[src/rtl/top_sweep_pkg.sv]
// Shared widths, state encoding and nibble-replication helper for the
// SW->LED sweep sequencer.
package top_sweep_pkg;

  localparam int DUT_W = 12;
  localparam int NIB_W = 4;
  localparam int SIG_W = 16;
  localparam int REP   = 3;

  localparam logic [1:0] ST_IDLE  = 2'd0;
  localparam logic [1:0] ST_DRIVE = 2'd1;
  localparam logic [1:0] ST_FIN   = 2'd2;

  typedef enum logic [1:0] {
    S_IDLE  = ST_IDLE,
    S_DRIVE = ST_DRIVE,
    S_FIN   = ST_FIN
  } state_t;

  function automatic logic [DUT_W-1:0] rep_nib(input logic [NIB_W-1:0] x);
    return {REP{x}};
  endfunction

endpackage

[src/rtl/top_sweep_ctrl_timer.sv]
// Hold timer: counts enabled cycles and flags the last cycle of each
// HOLD_CYCLES-long hold window, then wraps to zero.
module sweep_hold_timer
  import top_sweep_pkg::*;
#(
  parameter int HOLD_CYCLES = 20
) (
  input  logic clk,
  input  logic rst,
  input  logic clr,
  input  logic en,
  output logic tick
);

  localparam int CW = $clog2(HOLD_CYCLES + 1);
  localparam logic [CW-1:0] LAST = CW'(HOLD_CYCLES - 1);

  logic [CW-1:0] cnt;

  assign tick = en && (cnt == LAST);

  always_ff @(posedge clk or posedge rst) begin
    if (rst) begin
      cnt <= '0;
    end else if (clr) begin
      cnt <= '0;
    end else if (en) begin
      cnt <= tick ? '0 : cnt + 1'b1;
    end
  end

endmodule

[src/rtl/top_sweep_ctrl.sv]
// Nibble-sweep sequencer for the SW->LED lab datapath, with manual pass-through.
// Optional LED signature register enabled by `define TOP_SWEEP_SIGNATURE_EN.
//
// state   | meaning
// S_IDLE  | pass-through (mode=0) or waiting for start (mode=1)
// S_DRIVE | holding {X,X,X} on sw_dut, sampling led_dut at end of hold
// S_FIN   | one-cycle done pulse, then back to idle
module top_sweep_ctrl
  import top_sweep_pkg::*;
#(
  parameter int         HOLD_CYCLES = 20,
  parameter logic [3:0] START_VAL   = 4'hF,
  parameter logic [3:0] END_VAL     = 4'h0
) (
  input  logic              clk,
  input  logic              rst,
  input  logic              start,
  input  logic              mode,
  input  logic [DUT_W-1:0]  sw_in,
  input  logic [DUT_W-1:0]  led_dut,
  output logic [DUT_W-1:0]  sw_dut,
  output logic              busy,
  output logic              done,
  output logic [NIB_W-1:0]  step,
  output logic [DUT_W-1:0]  led_cap,
  output logic [SIG_W-1:0]  sig
);

  localparam logic DESC = START_VAL > END_VAL;

  state_t           state, state_nxt;
  logic             accept;
  logic             tick;
  logic             last;
  logic [NIB_W-1:0] step_nxt;

  assign accept   = (state == S_IDLE) && start && mode;
  assign last     = (step == END_VAL);
  assign step_nxt = DESC ? step - 1'b1 : step + 1'b1;

  sweep_hold_timer #(.HOLD_CYCLES(HOLD_CYCLES)) u_timer (
    .clk  (clk),
    .rst  (rst),
    .clr  (accept),
    .en   (state == S_DRIVE),
    .tick (tick)
  );

  always_ff @(posedge clk or posedge rst) begin
    if (rst) state <= S_IDLE;
    else     state <= state_nxt;
  end

  always_comb begin
    state_nxt = state;
    case (state)
      S_IDLE:  if (accept) state_nxt = S_DRIVE;
      S_DRIVE: if (tick && last) state_nxt = S_FIN;
      S_FIN:   state_nxt = S_IDLE;
      default: state_nxt = S_IDLE;
    endcase
  end

  always_ff @(posedge clk or posedge rst) begin
    if (rst) begin
      sw_dut  <= '0;
      step    <= '0;
      led_cap <= '0;
      busy    <= 1'b0;
      done    <= 1'b0;
    end else begin
      done <= 1'b0;
      case (state)
        S_IDLE: begin
          if (accept) begin
            step   <= START_VAL;
            sw_dut <= rep_nib(START_VAL);
            busy   <= 1'b1;
          end else if (!mode) begin
            sw_dut <= sw_in;
          end
        end
        S_DRIVE: begin
          if (tick) begin
            led_cap <= led_dut;
            if (last) begin
              busy <= 1'b0;
              done <= 1'b1;
            end else begin
              step   <= step_nxt;
              sw_dut <= rep_nib(step_nxt);
            end
          end
        end
        default: ;
      endcase
    end
  end

`ifdef TOP_SWEEP_SIGNATURE_EN
  logic [SIG_W-1:0] sig_q;

  // Rotate-left then fold in the sample; survives FIN until the next start.
  always_ff @(posedge clk or posedge rst) begin
    if (rst) begin
      sig_q <= '0;
    end else if (accept) begin
      sig_q <= '0;
    end else if ((state == S_DRIVE) && tick) begin
      sig_q <= {sig_q[SIG_W-2:0], sig_q[SIG_W-1]} ^ {{(SIG_W-DUT_W){1'b0}}, led_dut};
    end
  end

  assign sig = sig_q;
`else
  assign sig = '0;
`endif

endmodule

[config.mk]
export PLATFORM = sky130hd
export DESIGN_NAME = top_sweep_ctrl
export DESIGN_NICKNAME = d
export VERILOG_FILES = /design/src/rtl/top_sweep_pkg.sv /design/src/rtl/top_sweep_ctrl_timer.sv /design/src/rtl/top_sweep_ctrl.sv
export SDC_FILE = /design/constraint.sdc
export NUM_CORES = 1
export LEC_CHECK = 0
export CORE_MARGIN = 2
export CORE_UTILIZATION = 30
export CTS_CLUSTER_SIZE = 20
export DETAILED_ROUTE_END_ITERATION = 7
export GPL_TIMING_DRIVEN = 0
export HOLD_SLACK_MARGIN = 0.05
export PLACE_DENSITY = 0.67
export SETUP_SLACK_MARGIN = 0.4
export SLEW_MARGIN = 25
export SYNTH_ARGS = -nofsm -noshare
export SYNTH_HDL_FRONTEND = slang
export SYNTH_SLANG_ARGS = --single-unit
[constraint.sdc]
create_clock -name clk -period 1.6 [get_ports clk]
set_clock_uncertainty 0.05 [all_clocks]
set_input_delay 0.4 -clock clk [delete_from_list [all_inputs] [get_ports clk]]
set_output_delay 0.4 -clock clk [all_outputs]
set_load 0.1 [all_outputs]
# ---- After elaboration in Yosys (flattened, before gate mapping)
# Index checks and enable logic that the tools add are counted.
dict set report totals {
  regBits 37
  elab_cells 52
}
dict set report classes {
  eq_ne 8
  add_sub_neg 2
  n_reduce_logical 13
  muxes 22
}
# operator n
set ops {}
lappend ops {{$mux W12} 4}
lappend ops {{$pmux W12 S2} 1}
lappend ops {{$mux W5} 3}
lappend ops {{$mux W4} 3}
lappend ops {{$reduce_and A4 Y1} 3}
lappend ops {{$ne A2 B2 Y1 const B} 5}
lappend ops {{$pmux W4 S2} 1}
lappend ops {{$mux W1} 6}
lappend ops {{$add A5 B1 Y5 const B} 1}
lappend ops {{$eq A5 B5 Y1 const B} 1}
lappend ops {{$logic_and A1 B1 Y1} 4}
lappend ops {{$logic_not A4 Y1} 1}
lappend ops {{$mux W2} 2}
lappend ops {{$pmux W2 S2} 1}
lappend ops {{$reduce_and A2 Y1} 2}
lappend ops {{$reduce_bool A2 Y1} 2}
lappend ops {{$sub A4 B1 Y4 const B} 1}
lappend ops {{$ne A3 B3 Y1 const B} 1}
lappend ops {{$eq A2 B1 Y1 const B} 1}
lappend ops {{$logic_not A2 Y1} 1}
lappend ops {{$pmux W1 S2} 1}

# ---- Logic depth before layout (Yosys ltp)
# Gate-level depths: netlist of run 1.
dict set report logic_depth {
  ltp_word 5
  depth_mapped 7
  ltp_nobuf 6
}

# ---- Cells and area by module
# Synthesis of run 1 repeated with hierarchy kept, for this count alone.
dict set report unflattened {
  hier_cells 170
  area_unflattened_um2 1853.0
}
# mod cells_each instances area_each_um2
set by_module_without_submodules {}
lappend by_module_without_submodules {top_sweep_ctrl 142 1 1579.0}
lappend by_module_without_submodules {sweep_hold_timer 28 1 274.0}

# ---- Worst setup path before layout of run 1
# Ideal clock, no wire load.
dict set report synth_timing {
  kind {register -> register}
  start {register step[0]}
  end {register step[2]}
  period_less_slack_ps 2341
  setup_slack_ps -741
  path_buffers 1
  t_arrival_ps 2165
  stages_incl_launch_ff 7
  required_time_ps 1424
  cell_sequence {dfrtp_1 -> inv_1 -> ha_1 -> a31oi_1 -> and3_1 -> clkbuf_1 -> mux2_2}
}
dict set report synth_via {
  elab_chain_cells 4
  word_cells_on_any_way 7
  classes_between {1 x add/sub; 1 x eq/ne; 3 x mux; 2 x reduce/logical}
}
# element line
set synth_rtl {}
lappend synth_rtl {{start, declared} top_sweep_ctrl.sv:24} ;# output logic [NIB_W-1:0] step,
lappend synth_rtl {{start signal, assigned} top_sweep_ctrl.sv:90} ;# step <= step_nxt;
lappend synth_rtl {{$sub A4 B1 Y4} top_sweep_ctrl.sv:39} ;# assign step_nxt = DESC ? step - 1'b1 : step + 1'b1;
lappend synth_rtl {{$mux W4} top_sweep_ctrl.sv:86} ;# if (last) begin
lappend synth_rtl {{$mux W4} top_sweep_ctrl.sv:84} ;# if (tick) begin
lappend synth_rtl {{$pmux W4 S2} top_sweep_ctrl.sv:73} ;# case (state)
# Parallel ways exist; a longest one is shown, timed or not. The select of a mux whose other input is x is not followed.
# A chain may end at the register's enable or synchronous reset.

# ---- Worst setup path in the final report of run 1
dict set report layout_timing {
  start {register u_timer.cnt[3]}
  end {register led_cap[8]}
}
dict set report layout_via {
  elab_chain_cells 3
}
# element line
set layout_rtl {}
lappend layout_rtl {{start, declared} top_sweep_ctrl_timer.sv:18} ;# logic [CW-1:0] cnt;
lappend layout_rtl {{start signal, assigned} top_sweep_ctrl_timer.sv:28} ;# cnt <= tick ? '0 : cnt + 1'b1;
lappend layout_rtl {{$eq A5 B5 Y1} top_sweep_ctrl_timer.sv:20} ;# assign tick = en && (cnt == LAST);
lappend layout_rtl {{$logic_and A1 B1 Y1} top_sweep_ctrl_timer.sv:20}
lappend layout_rtl {{$reduce_and A2 Y1 (no line)} --}
lappend layout_rtl {{end signal, assigned} top_sweep_ctrl.sv:85} ;# led_cap <= led_dut;
lappend layout_rtl {{end, declared} top_sweep_ctrl.sv:25} ;# output logic [DUT_W-1:0] led_cap,
# Every way passes these cells.

==> metrics.md, run 1 <==
| Metric | Value |
|---|---|
| CTS clk-pin slew, worst paths | 0.08 ns |
| Crit. End Element | flip-flop |
| Layout cells sized above 1 | 0.600 |
| Maximum clock path buffer count | 2 |
| Max Clk Rate | 598 MHz |
| FF-to-FF Start | u_timer.cnt[3]$_DFFE_PP0P_ |
| CTS hold repair buffers | 0 |
| DIE WIDTH | 82.9 um |
| Reg area | 972 um^2 |
| Initial antenna violation count | 0 |
| Largest net degree at the start of global routing | 20 |
| Total GRT Usage | 0.131 |
| H-Tree Depth | 2 |
| Detailed placer's ending HPWL | 2800 um |
| Residual DRC | 0 |
| CTS Buf Count | 5 |
| Status | finished with violations |
| MaxCap Viol Count | 0 |
| Tcrit/Tclk final | 1.05 |
| Worst hold-check path type | input pin to asynchronous set/reset pin |
| Final ANT Viol Nets | 0 |
| Die Y | 82.9 um |
| Synth area leader | dfrtp_1 |
| # IOs | 74 |
| Share of the synthesized area in the top cell type | 0.496 |
| Count of final setup violators | 18 |
| Vias per inst | 4.38 |
| Core ar. | 5960 um^2 |
| RSZ-0062 raised after global routing | yes |
| CTS Sinks | 37 |
| Final net count | 304 |
| Port Buf Inserts | 57 |
| Number of global-route vias before repair | 1528 |
| Synth warnings | 0 |
| Routed length per instance | 13.3 um |
| P&R area growth vs syn | 87.3% |
| First-pass GRT wire length | 7340 um |
| Buf/Inv on CP | 2 |
| Gate Count Post-Synth | 170 |
| Area of the multi-input gates | 968 um^2 |
| Fin worst setup slack | -0.0732 ns |
| Commonest non-fill, non-tap cell in the layout | buf_4 |
| Routability cong. | 0.753 |
| Non-Filler Instances | 350 |
| Worst setup startpoint | u_timer.cnt[3]$_DFFE_PP0P_ |
| Most frequent cells in the layout | buf_4, buf_12, dfrtp_2, clkdlybuf4s50_1, conb_1 |
| Syn Area/Cell | 11.0 um^2 |
| Violated checks | setup timing |
| CP max FO | 6 |
| Detailed Routing Iterations Pass 1 | 4 |
| CTS tree | yes |
| Routed wire length | 4660 um |
| Crit start category | flip-flop |
| Yosys cell types | 33 |
| CP cell instances | nand2b_4 > or3_4 > buf_6 > buf_4 > mux2_2 |
| DRT iter0 DRCs | 54 |
| CP Data Arrival Time | 1.79 ns |
| Slowest cell on crit path | dfrtp_1 |
| Synthesized flop and latch total | 37 |
| Clk Latency, worst-skew pair | 0.29 ns |
| Period minus WS final | 1.67 ns |
| Core Rows | 28 |
| Number of fill cells | 458 |
| Vias | 1533 |
| Top cells by area, synth | dfrtp_1, buf_4, mux2i_1 |
| Placed cells | 317 |
| Final hold violations | 0 |
| Grt ovf | 0 |
| Slowest stage delay, CP | 0.42 ns |
| Sequential share of the synthesized area | 0.496 |
| Critical path class | flip-flop to flip-flop |
| Worst path required time | 1.72 ns |
| DIE AREA | 6860 um^2 |
| Post-Syn Area | 1870 um^2 |
| Slew Limit Fails | 0 |
| Root Driver | clkbuf_8 |
| Delay-heaviest family, CP | simple AND/OR/NAND/NOR gates |
| Ant diodes | 0 |
| Initial Util | 0.313 |
-- final timing paths --
check / slack, ns / endpoint / depth (start not counted)
worst max-delay path: -0.07 / led_cap[8]$_DFFE_PP0P_ / 5
worst min-delay path: 0.50 / state[1]$_DFFE_PP0P_ / 2
worst max register to register: -0.07 / led_cap[8]$_DFFE_PP0P_ / 5
worst min register to register: 0.50 / led_cap[11]$_DFFE_PP0P_ / 1
max in group asynchronous: 0.67 / step[1]$_DFFE_PP0P_ / 2
min in group clk: 0.50 / led_cap[11]$_DFFE_PP0P_ / 1
-- worst reg2reg max path, cell delays in order (launching register included) --
cell and delay, ns:
dfrtp_1 0.42, nand2b_4 0.18, or3_4 0.37, buf_6 0.13, buf_4 0.15, mux2_2 0.27
-- sequential cells by signal, summed over array words and instances, names as in the netlist --
signal and cells:
done 1, busy 1, led_cap 12, state 2, u_timer.cnt 5, sw_dut 12, step 4
-- cell type report --
type	count	share of cell area
inverter	17	0.0201
clock inverter	1	0.00143
buffer	22	0.0576
sequential	37	0.278
tap	75	0.0269
multi-input combinational	109	0.277
timing repair buffer	81	0.315
timing repair inverter	1	0.00215
clock buffer	7	0.0218
-- routing by layer --
layer	vias to the layer above	part of all wire	GRT usage
li1	743	-	-
met5	-	0	0
met2	41	0.50	0.227
met3	7	0.048	0.0388
met4	0	0.016	0.0402
met1	742	0.43	0.157
-- cells in the mapped netlist, drive strengths merged --
master,n
ha,2
or4,1
o22ai,1
nand2b,4
and3,2
o21ai,17
nand3b,2
conb,1
nor3,1
buf,20
mux2i,12
or3,1
a21oi,4
inv,17
nor2,6
nand3,2
nor2b,1
a31oi,1
a22oi,1
dfrtp,37
a21o,1
nand4,1
o31ai,1
mux2,16
nor3b,1
clkbuf,2
nand2,13
xnor2,2
-- kinds of logic after synthesis --
| logic type | Yosys count | share of synthesized area |
|---|---|---|
| other cells | 1 | 0.00201 |
| buf+inv | 39 | 0.127 |
| mux | 28 | 0.175 |
| fa+ha+maj | 2 | 0.0134 |
| xor+xnor | 2 | 0.00939 |
| simple gates | 35 | 0.0993 |
| compound gates | 26 | 0.0771 |
| flops | 37 | 0.496 |
-- timing repair --
action,in CTS,in global routing
buffers inserted,13,10
setup endpoints to repair,97,67
gates resized for setup,304,28
endpoints found under the hold margin,0,0
pin swaps,5,10
cloned,1,1
-- through the flow --
| stage | hold WS [ns] | util | instance area (um^2) | setup TNS [ns] | worst slack [ns] |
|---|---|---|---|---|---|
| 4_1_cts | 0.485 | 0.552 | 3290 | -0.835 | -0.0653 |
| 3_3_place_gp | 0.434 | 0.451 | 2690 | -16.25 | -0.422 |
| 6_report | 0.504 | 0.587 | 3490 | -0.976 | -0.0732 |
| 2_1_floorplan | 0.309 | - | 2020 | -2.31 | -0.211 |
| 5_1_grt | 0.514 | 0.587 | 3490 | -2.09 | -0.136 |
| 3_5_place_dp | 0.439 | 0.451 | 2690 | -16.81 | -0.426 |
Power of run 1 is not shown: default switching activity piles up to over one toggle a cycle in this logic, so the estimate is an artifact.
==> inputs of run 2 (changes only) <==
--- a/config.mk
+++ b/config.mk
@@ -12,6 +12,7 @@
 export GPL_TIMING_DRIVEN = 0
 export HOLD_SLACK_MARGIN = 0.05
 export PLACE_DENSITY = 0.67
+export REMOVE_ABC_BUFFERS = 1
 export SETUP_SLACK_MARGIN = 0.4
 export SLEW_MARGIN = 25
 export SYNTH_ARGS = -nofsm -noshare
==> metrics.md, run 2 (synthesis gave the netlist of run 1 again) <==
| Metric | Value |
|---|---|
| Status | finished with violations |
| Violated checks | setup timing |
| CTS clk-pin slew, worst paths | 0.07 ns |
| Number of fill cells | 484 |
| First-pass GRT wire length | 7600 um |
| Setup TNS | -0.0140 ns |
| Worst setup startpoint | u_timer.cnt[3]$_DFFE_PP0P_ |
| CP Data Arrival Time | 1.73 ns |
| Reg2Reg Setup Slack | -0.004 ns |
| Most frequent cells in the layout | dfrtp_1, buf_12, clkdlybuf4s50_1, buf_4, conb_1 |
| Total GRT Usage | 0.137 |
| Top Registers | led_cap x12, sw_dut x12, u_timer.cnt x5 |
| Period minus WS final | 1.60 ns |
| Routed wire length | 4800 um |
| Critical path class | flip-flop to flip-flop |
| Area of the multi-input gates | 998 um^2 |
| Commonest non-fill, non-tap cell in the layout | dfrtp_1 |
| CP max FO | 8 |
| Final hold violations | 0 |
| Final ANT Viol Nets | 0 |
| Largest net degree at the start of global routing | 22 |
| DIE AREA | 6860 um^2 |
| RSZ-0062 raised after global routing | yes |
| # IOs | 74 |
| Ant diodes | 0 |
| H-Tree Depth | 2 |
| Worst hold-check path type | input pin to asynchronous set/reset pin |
| Port Buf Inserts | 57 |
| Detailed Routing Iterations Pass 1 | 4 |
| Fin worst setup slack | -0.00408 ns |
| Tcrit/Tclk final | 1.00 |
| Count of final setup violators | 6 |
| Residual DRC | 0 |
| Worst path required time | 1.73 ns |
| Crit start category | flip-flop |
| Core ar. | 5960 um^2 |
| CTS tree | yes |
| Reg area | 932 um^2 |
| Layout cells sized above 1 | 0.469 |
| Crit. End Element | flip-flop |
| FF-to-FF Start | u_timer.cnt[3]$_DFFE_PP0P_ |
| CTS Buf Count | 5 |
| Root Driver | clkbuf_8 |
| Fin area | 3340 um^2 |
| Vias per inst | 4.55 |
| DRT iter0 DRCs | 93 |
| Die Y | 82.9 um |
| Slew Limit Fails | 0 |
| CTS hold repair buffers | 0 |
| Grt ovf | 0 |
| Vias | 1524 |
| Initial antenna violation count | 0 |
| Routability cong. | 0.710 |
| CTS Sinks | 37 |
| P&R area growth vs syn | 78.9% |
| Cell count of the worst reg-to-reg path | 3 |
| Routed length per instance | 14.3 um |
| Core Rows | 28 |
| Maximum clock path buffer count | 2 |
| Clk Latency, worst-skew pair | 0.29 ns |
| DIE WIDTH | 82.9 um |
| Max Clk Rate | 623 MHz |
| DP Area | 2440 um^2 |
| Initial Util | 0.313 |
| MaxCap Viol Count | 0 |
| Number of global-route vias before repair | 1565 |
| Final net count | 290 |
| Detailed placer's ending HPWL | 2750 um |
==> run 2: per-stage QoR <==
step	hold slack (ns)	instances	util	setup WS, ns
after detailed placement	0.446	296	0.410	-0.695
after global placement	0.436	295	0.405	-0.674
after global routing	0.390	335	0.560	-0.0297
final	0.369	335	0.560	-0.00408
after CTS	0.378	321	0.531	-0.0350
after floorplan	0.453	163	-	-0.776
==> run 2: cell type report <==
type                    count  area share
clock buffers               7      0.0259
inverters                  17      0.0191
well taps                  75      0.0281
flip-flops and latches     37       0.279
multi-input cells         111       0.299
repair buffers             88       0.348
==> run 2: timing repair <==
item                       CTS  global route
cloned                       2             0
setup endpoints to repair   67            67
pin swaps                   12            14
resized for setup          327            18
buffers inserted            16            14
==> run 2: worst paths after layout <==
kind                                          end
max                        led_cap[5]$_DFFE_PP0P_
min                        led_cap[2]$_DFFE_PP0P_
max reg2reg                led_cap[5]$_DFFE_PP0P_
min reg2reg                 sw_dut[0]$_DFFE_PP0P_
max in group asynchronous     step[3]$_DFFE_PP0P_
min in group clk            sw_dut[0]$_DFFE_PP0P_
==> run 2: critical path: stages (launching register included) <==
cell,delay [ns]
dfrtp_1,0.44
nand2b_4,0.20
or3_4,0.48
mux2_4,0.32
==> run 2: layer usage <==
metal | up-vias | track usage | share of wire
met5 | - | 0 | 0
met4 | 0 | 0.0462 | 0.014
met3 | 7 | 0.0368 | 0.047
met2 | 51 | 0.234 | 0.54
met1 | 746 | 0.167 | 0.40
li1 | 720 | - | -
Power of run 2 is left out for the same reason.
